--- config.mk ---
export PLATFORM = sky130hd
export DESIGN_NAME = cpu_step_sequencer
export DESIGN_NICKNAME = d
export VERILOG_FILES = /design/src/rtl/cpu_step_sequencer.sv
export SDC_FILE = /design/constraint.sdc
export NUM_CORES = 1
export LEC_CHECK = 0
export CORE_ASPECT_RATIO = 1.2
export CORE_MARGIN = 4
export CORE_UTILIZATION = 46
export CTS_CLUSTER_DIAMETER = 60
export DETAILED_ROUTE_END_ITERATION = 12
export PLACE_DENSITY = 0.81
export SLEW_MARGIN = 10
export SYNTH_ARGS = -nofsm -noshare
export SYNTH_HDL_FRONTEND = slang
export SYNTH_SLANG_ARGS = --single-unit
--- constraint.sdc ---
create_clock -name clk -period 2.5 [get_ports clk]
set_clock_uncertainty 0.2 [all_clocks]
set_input_delay 0.375 -clock clk [delete_from_list [all_inputs] [get_ports clk]]
set_output_delay 0.375 -clock clk [all_outputs]
set_load 0.05 [all_outputs]
--- src/rtl/cpu_step_sequencer.sv ---
// cpu_step_sequencer: one-hot control-step generator with early done, hold and instruction counter
module cpu_step_sequencer #(
  parameter int NSTEPS = 4,
  parameter int CW = 16
) (
  input  logic              clk,
  input  logic              clr,
  input  logic              run,
  input  logic              done,
  input  logic              hold,
  output logic [NSTEPS-1:0] step,
  output logic [2:0]        step_idx,
  output logic              busy,
  output logic              ir_load,
  output logic              fin,
  output logic [CW-1:0]     instr_count
);
  typedef enum logic {IDLE, EXEC} state_t;
  state_t state, state_nx;
  logic [2:0] idx_nx;
  logic complete;
  always_ff @(posedge clk or posedge clr)
    if (clr) begin
      state <= IDLE;
      step_idx <= '0;
      fin <= 1'b0;
      instr_count <= '0;
    end else begin
      state <= state_nx;
      step_idx <= idx_nx;
      fin <= complete;
      instr_count <= instr_count + {{(CW-1){1'b0}}, complete};
    end
  // hold outranks both done and the natural last step
  always_comb begin
    complete = state == EXEC && !hold && (done || step_idx == 3'(NSTEPS-1));
    state_nx = state == IDLE ? (run ? EXEC : IDLE) : (complete && !run ? IDLE : EXEC);
    idx_nx = state == IDLE || complete ? 3'd0 : hold ? step_idx : step_idx + 3'd1;
  end
  always_comb begin
    busy = state == EXEC;
    step = busy ? {{(NSTEPS-1){1'b0}}, 1'b1} << step_idx : '0;
    ir_load = busy && step_idx == 3'd0;
  end
endmodule

After elaboration in Yosys (flattened, before gate mapping)
Cells that the tools add are included.
{"block": "word_totals", "out_inout_bits": 26, "reg_bits": 21, "input_bits": 5, "elab_cells": 25}
{"block": "op_classes", "reduce_logical": 9, "n_eq_ne": 2, "bitwise": 1, "shifts": 1, "addsub": 2, "n_mux": 6}
{"op": "$add 16x1->16", "n": 1}
{"op": "$mux 3", "n": 2}
{"op": "$logic_and 1x1->1", "n": 4}
{"op": "$mux 4", "n": 1}
{"op": "$shl 1x3->4 const A", "n": 1}
{"op": "$add 3x1->3 const B", "n": 1}
{"op": "$eq 3x2->1 const B", "n": 1}
{"op": "$logic_not 3->1", "n": 1}
{"op": "$mux 1", "n": 3}
{"op": "$logic_not 1->1", "n": 2}
{"op": "$logic_or 1x1->1", "n": 2}
{"op": "$ne 2x1->1 const B", "n": 1}
{"op": "$not 1->1", "n": 1}

Longest topological paths before layout
{"block": "logic_depth", "depth_word": 6, "mapped_depth": 9, "mapped_depth_nobuf": 9}

Worst setup path before layout
No wires, ideal clock.
{"block": "synth_timing", "path_type": "flip-flop to flip-flop", "from": "register step_idx[0]", "to": "register instr_count[14]", "t_arrival_ps": 2358, "slack_ps": -202, "n_path_buf": 0, "required_ps": 2156, "synth_period_minus_slack_ps": 2702, "setup_time_ps": 144, "path_stages_with_launch": 10, "cell_sequence": "dfrtp_1 > ha_1 > ha_1 > nor2_1 > nor3b_1 > ha_1 > ha_1 > nand3_1 > nor4_1 > xor2_1"}
{"block": "synth_between", "elab_chain_len": 4}
{"item": "from (decl)", "line": "12", "source": "output logic [2:0] step_idx,"}
{"item": "from (signal assigned)", "line": "30", "source": "step_idx <= idx_nx;"}
{"item": "$eq 3x2->1", "line": "36", "source": "complete = state == EXEC && !hold && (done || step_idx == 3'(NSTEPS-1));"}
{"item": "$logic_or 1x1->1", "line": "36"}
{"item": "$logic_and 1x1->1", "line": "36"}
{"item": "named net complete", "line": "21", "source": "logic complete;"}
{"item": "$add 16x1->16", "line": "32", "source": "instr_count <= instr_count + {{(CW-1){1'b0}}, complete};"}
{"item": "to (signal assigned)", "line": "32"}
{"item": "to (decl)", "line": "16", "source": "output logic [CW-1:0] instr_count"}
The timed path passes the listed nets, and every way through them passes these cells.
A chain may end at the register's enable or synchronous reset.

Final worst setup path
{"block": "layout_timing", "from": "register step_idx[0]", "to": "register instr_count[6]"}
Same word-level chain as after synthesis.

==> metrics.md <==
| Metric | Value |
|---|---|
| Slew Limit Headroom | 65.0% |
| Slew @ Worst Pin | 0.523 ns |
| IO buf count | 30 |
| YS warnings | 0 |
| Drt pass-1 iters | 4 |
| Minimum clock period after layout | 2.32 ns |
| Drt total wl | 2.21 mm |
| Syn nets | 105 |
| Wire per inst | 13.8 um |
| CTS sink count | 21 |
| CP Cell Sequence | ha_1, ha_1, nor2_1, nor3b_2, ha_1, ha_1, buf_4, nand2_1, nor2_1, xor2_1 |
| Hold WC Path Type | in2async |
| Max_cap viols | 0 |
| Area grow syn2layout | 39.0% |
| Die height | 60.2 um |
| Seq/Total Area, Yosys | 50.3% |
| DR iter-0 viols | 20 |
| WHS | 0.167 ns |
| Leak pwr | around 0.70 nW |
| Reg area | 528 um^2 |
| Post-CTS Setup Bufs | 0 |
| Share of layout cells above drive strength 1 | 15.4% |
| GP Congestion | 0.812 |
| Ant. Diodes | 0 |
| Worst skew pair latency | roughly 0.31 ns |
| CTS tree | done |
| IO Count | 31 |
| Adder-cell share of the synthesized area | 9.58% |
| Setup TNS | 0 ns |
| Xor/xnor share of the synthesized area | 12.6% |
| Critical path launch point type | flip-flop |
| Final slew viol count | 0 |
| CTS Root Cell | clkbuf_4 |
| Maximum fanout along the worst path | 5 |
| Vias in the first global route | 860 |
| Maximum vdd drop | between 0.5 and 0.6 mV |
| Design area | approximately 1500 um^2 |
| Critical path's slowest cell | dfrtp_2 |
| Total GRT Usage | roughly 17% |
| Most used cell, CP | ha_1 |
| Via density | a little over 5 |
| Die footprint | 3100 um^2 |
| Power Density | approximately 740 nW/um^2 |
| Compound-Gate Fraction of Synth Area | 1.68% |
| Fin util | 68.6% |
| Final HPWL from detailed placement | approximately 1.7 mm |
| DRC errors left | 0 |
| Total Power | 0.00108 W |
| Fin nets | between 100 and 150 |
| First-pass GRT wire length | 3.88 mm |
| Fillers | roughly 180 |
| Post-synthesis mux area share | 0% |
| Area of the multi-input gates | about 500 um^2 |
| Crit path capture type | flip-flop |
| Area share of and/or/nand/nor cells after synthesis | 23.0% |
| Max incr delay on CP | 0.46 ns |
| Area after DPL | roughly 1400 um^2 |
| Max Fclk | about 430 MHz |
| Worst path top cell family by delay | adder cells |
| CP Buf/Inv Count | 1 |
| Antenna violations before repair | 0 |
| Initial Util | 49.3% |
| Largest net degree at the start of global routing | 14 |
| Critical Path RT | 2.49 ns |
| Final ANT Viol Nets | 0 |
| Post-synthesis cell type count | 24 |
| Seq cells post-synth | 21 |
| Die width | 51.5 um |
| Grt ovf | 0 |
| H-tree levels | 1 |
| Final setup fails | 0 |
| Clock Path Buffers | 2 |
| Status | complete, no violations |
| Via count | 806 |
| Mapped Cells | 92 |
| Critical path type | reg2reg |
| Crit path arrival time | roughly 2.3 ns |
| Main combinational cell family by area after synthesis | simple AND/OR/NAND/NOR gates |
| Row cnt | 18 |
| Worst-path clk slew | 0.12 ns |
| Final Hold Fails | 0 |
| Cell area after synthesis | 1040 um^2 |
| Syn_area_per_cell | 11.4 um^2 |
| Fin crit share | a little over 90% |
| Total CTS buffers | 3 |
| Core box area | 2120 um^2 |
==> cell type report <==
type | instances | share of cell area, %
clock buffers | 3 | 1.55
clock inverters | 1 | 0.345
repair buffers | 35 | 23.2
flip-flops and latches | 21 | 36.3
multi-input cells | 64 | 34.5
inverters | 6 | 1.55
well taps | 30 | 2.58
==> path summary, 6_finish.rpt <==
path,slack [ns],cells past startpoint,from,to
setup / recovery,0.18,10,step_idx[0]$_DFFE_PP0P_,instr_count[6]$_DFF_PP0_
hold / removal,0.17,2,clr,fin$_DFF_PP0_
setup reg to reg,0.18,10,step_idx[0]$_DFFE_PP0P_,instr_count[6]$_DFF_PP0_
hold reg to reg,0.28,1,instr_count[15]$_DFF_PP0_,instr_count[15]$_DFF_PP0_
max in group asynchronous,1.43,3,clr,instr_count[15]$_DFF_PP0_
min in group clk,0.28,1,instr_count[15]$_DFF_PP0_,instr_count[15]$_DFF_PP0_
==> repair_timing <==
action | 4_1_cts | 5_1_grt
cloned | 0 | 0
setup endpoints to repair | 1 | 7
resized for setup | 1 | 3
hold buffers | 0 | 0
==> power by group <==
group	internal, W	switching [W]	total (W)
Clock	0.0000598	0.000106	0.000165
Sequential	0.000388	0.0000693	0.000458
Combinational	0.000151	0.000302	0.000452
==> stage by stage <==
stage               worst slack (ns)  instances
finish                         0.181        160
global route                -0.00757        160
CTS                          0.00205        160
detailed placement           0.00965        156
global placement               0.103        156
floorplan                    0.00449         92
==> cell usage after synthesis <==
| cell | number | area share (%) |
|---|---|---|
| dfrtp_1 | 21 | 50 |
| xor2_1 | 11 | 9.2 |
| ha_1 | 8 | 9.6 |
| inv_1 | 6 | 2.2 |
| nand3_1 | 6 | 2.9 |
| nand2_1 | 5 | 1.8 |
| nor2_1 | 5 | 1.8 |
| and2_1 | 4 | 2.4 |
| nor3_1 | 4 | 1.9 |
| xnor2_1 | 4 | 3.4 |
| nor4_1 | 3 | 1.8 |
| nor2b_1 | 2 | 1.2 |
| nor4_2 | 2 | 2.4 |
| a21boi_0 | 1 | 0.72 |
| a21oi_1 | 1 | 0.48 |
| buf_4 | 1 | 0.72 |
| nand2b_1 | 1 | 0.60 |
| nand3_2 | 1 | 0.96 |
| nand3b_1 | 1 | 0.72 |
| nand4_1 | 1 | 0.60 |
| nand4_2 | 1 | 1.2 |
| nand4_4 | 1 | 2.0 |
| nor3b_1 | 1 | 0.72 |
| o21ai_0 | 1 | 0.48 |
==> cell families after synthesis <==
| logic type | count (synthesis) |
|---|---|
| AO/OA/AOI/OAI | 3 |
| XOR/XNOR | 15 |
| adder cells (fa/ha/maj) | 8 |
| buffers and inverters | 7 |
| flip-flops | 21 |
| AND/OR/NAND/NOR | 38 |
==> state kept, by name, summed over array words and instances, names as in the netlist <==
signal,cells
step_idx,3
fin,1
instr_count,16
busy,1
==> placed cells by master (no fill, tap or decap), types with 2 or more instances in the layout <==
cell and instances:
clkdlybuf4s50_1 25, dlymetal6s2s_1 2, clkbuf_4 3, nor4_2 3
dfrtp_1 19, dfrtp_2 2, ha_1 8, buf_4 7
nor4_1 2, inv_1 6, nor2_1 5, and2_1 4
nand2_1 5, nor3_1 4, xnor2_1 4, xor2_1 11
nand3_1 6, nor2b_1 2
==> layer usage <==
metal	GRT usage (%)	part of all wire [%]
met1	20.2	43
met3	3.74	3.6
met2	28.7	52
met4	6.74	1.9
met5	0	0
Note: power is estimated with default switching activity, not from simulation.
==> patch (same settings) <==
`CW`: 16 -> 15.
--- a/src/rtl/cpu_step_sequencer.sv
+++ b/src/rtl/cpu_step_sequencer.sv
@@ -2,5 +2,5 @@
 module cpu_step_sequencer #(
   parameter int NSTEPS = 4,
-  parameter int CW = 16
+  parameter int CW = 15
 ) (
   input  logic              clk,
Interface: changed (resized instr_count); port bits go from 31 to 30. No check against the original RTL was run, so the function may have changed too.
==> patch against the original RTL <==
- synthesized cell count shrank 6.5%
- power down 6.6%
- wire length fell by 7.3%
- setup slack worse by 0.0045 ns
- critical path depth shrank 1
- global-route usage is 1.1 points lower
- sequential cell count is 1 lower
- sequential share of layout area rose by 0.26 points
- via count down 7.1%
- largest cell class unchanged
- final area shrank 5.4%
- area after synthesis fell by 6.2%
==> patch: results (changes against the original RTL) <==
\begin{tabular}{lr}
\hline
Metric & Value \\
\hline
\multicolumn{2}{l}{\textbf{Pwr}} \\
\quad Total power after layout & 1000 µW (-6.6\%) \\
\quad Sequential logic power & 432 µW (-5.7\%) \\
\quad P\_leak & 0.000626 µW (-10\%) \\
\quad Clock group total power & 185 µW (+12\%) \\
\quad IR Drop Worst-Case VDD & 0.683 mV (+28\%) \\
\quad Switching share of power & 41.8\% (-2.5 points) \\
\multicolumn{2}{l}{\textbf{GRT}} \\
\quad Via count of the first global-routing pass & 744 (-13\%) \\
\quad Total GRT Usage & 15.6\% (-1.1 points) \\
\quad Global-route wire length before repair & 3.57 mm (-8.0\%) \\
\quad Pin count of the biggest net entering global routing & 21 (+7) \\
\multicolumn{2}{l}{\textbf{Placement}} \\
\quad Worst Setup Slack post-DPL & -0.0499 ns (-0.0596 ns) \\
\quad Global placer's final weighted congestion & 0.811 (-0.14\%) \\
\quad Sum of net half-perimeters after detailed placement & 1.47 mm (-14\%) \\
\multicolumn{2}{l}{\textbf{Logic synthesis}} \\
\quad Most frequent cells after synthesis & 20 x sky130\_fd\_sc\_hd\_\_dfrtp\_1, 7 x sky130\_fd\_sc\_hd\_\_ha\_1, 7 x sky130\_fd\_sc\_hd\_\_xnor2\_1 \\
\quad Count of cell types in the netlist & 25 (+4.2\%) \\
\quad Average footprint of a synthesized cell & 11.4 µm² (+0.31\%) \\
\quad Nets in the synthesized netlist & 98 (-6.7\%) \\
\quad Biggest area contributors in the synthesized netlist & sky130\_fd\_sc\_hd\_\_dfrtp\_1 51\%, sky130\_fd\_sc\_hd\_\_ha\_1 8.9\%, sky130\_fd\_sc\_hd\_\_xnor2\_1 6.3\%, sky130\_fd\_sc\_hd\_\_xor2\_1 5.4\%, sky130\_fd\_sc\_hd\_\_and2\_1 2.6\% \\
\quad Share of synthesized area occupied by flip-flops and latches & 51.1\% (+0.79 points) \\
\multicolumn{2}{l}{\textbf{Cells and area}} \\
\quad Largest registers ranked by flip-flop count & instr\_count: 15 flops, step\_idx: 3 flops \\
\quad Share of final-layout standard cells stronger than drive strength 1 & 13.9\% (-1.5 points) \\
\quad Net count of the finished layout & 135 (-6.3\%) \\
\multicolumn{2}{l}{\textbf{Worst setup path}} \\
\quad Top fanout value on the critical path & 6 (+1) \\
\quad Largest stage delay, worst path & 0.43 ns (-0.03 ns) \\
\multicolumn{2}{l}{\textbf{Drt}} \\
\quad Initial drt markers & 23 (+15\%) \\
\quad Average vias per placed instance & 4.93 (-2.2\%) \\
\multicolumn{2}{l}{\textbf{Status}} \\
\quad Status & finished, final reports clean \\
\multicolumn{2}{l}{\textbf{STA}} \\
\quad Transition time at the pin with the least slew margin & 0.716 ns (+0.192 ns) \\
\multicolumn{2}{l}{\textbf{Min path}} \\
\quad Class of the most critical hold timing path & input pin to asynchronous set/reset pin \\
\hline
\end{tabular}
[patch: changes by cell type in the layout (fill, tap and decap cells not counted), sizes merged, moves of 2 or more]
cell,unedited run,this run
and3,0,2
buf,7,4
dlygate4sd2,1,5
dlymetal6s2s,2,0
nand3,7,3
nand4,3,5
nor2,5,2
nor3,4,2
xnor2,4,7
xor2,11,6
[patch: worst reg2reg max path: stages (launching register included)]
cell and delay [ns]:
sky130_fd_sc_hd__dfrtp_2 0.43, sky130_fd_sc_hd__ha_1 0.16, sky130_fd_sc_hd__ha_1 0.20, sky130_fd_sc_hd__nor2_1 0.09, sky130_fd_sc_hd__nor3b_2 0.20, sky130_fd_sc_hd__ha_1 0.22
sky130_fd_sc_hd__ha_1 0.19, sky130_fd_sc_hd__and4_2 0.27, sky130_fd_sc_hd__nand4_1 0.13, sky130_fd_sc_hd__xnor2_1 0.15
[patch: metrics by stage]
stage               cell area [µm²]  setup TNS [ns]  hold slack [ns]
floorplan                       982               0            0.139
global placement               1330               0            0.273
detailed placement             1330         -0.0499            0.272
CTS                            1370               0            0.292
global route                   1370        -0.00691            0.321
finish                         1370               0            0.278
[patch: timing repair]
item / CTS / global route
endpoints found under the setup margin: 6 / 5
gates resized for setup: 6 / 1
pin swaps: 1 / 0
hold buffers: 0 / 0
[patch: layout make-up]
cell class | instances | area (µm²)
Sequential cell | 20 | 503
Tap cell | 30 | 37.5
Inverter | 5 | 18.8
Timing Repair Buffer | 33 | 314
Multi-Input combinational cell | 60 | 464
Fill cell | 161 | 676
Clock buffer | 4 | 36.3
[patch: cell families after synthesis]
| kind of cell | after synthesis | share of synthesized area (%) |
|---|---|---|
| adder cells (fa/ha/maj) | 7 | 8.94 |
| buffers and inverters | 6 | 2.68 |
| flip-flops | 20 | 51.1 |
| XOR/XNOR | 13 | 11.6 |
| AND/OR/NAND/NOR | 36 | 23.4 |
| AO/OA/AOI/OAI | 4 | 2.30 |
[patch: path summary, 6_finish.rpt]
check	end	cells after the start	slack (ns)
hold / removal	instr_count[8]$_DFF_PP0_	2	0.28
setup reg to reg	instr_count[10]$_DFF_PP0_	9	0.18
max in group asynchronous	step_idx[0]$_DFFE_PP0P_	2	1.32
setup / recovery	instr_count[10]$_DFF_PP0_	9	0.18
hold reg to reg	instr_count[14]$_DFF_PP0_	1	0.29
min in group clk	instr_count[14]$_DFF_PP0_	1	0.29
[patch: metal layers]
layer | up-vias | global-route usage [%] | routed length [µm]
li1 | 367 | - | -
met1 | 356 | 21.7 | 937
met2 | 20 | 25.2 | 990
met3 | 6 | 2.28 | 92
met4 | 0 | 4.74 | 30
met5 | - | 0 | 0
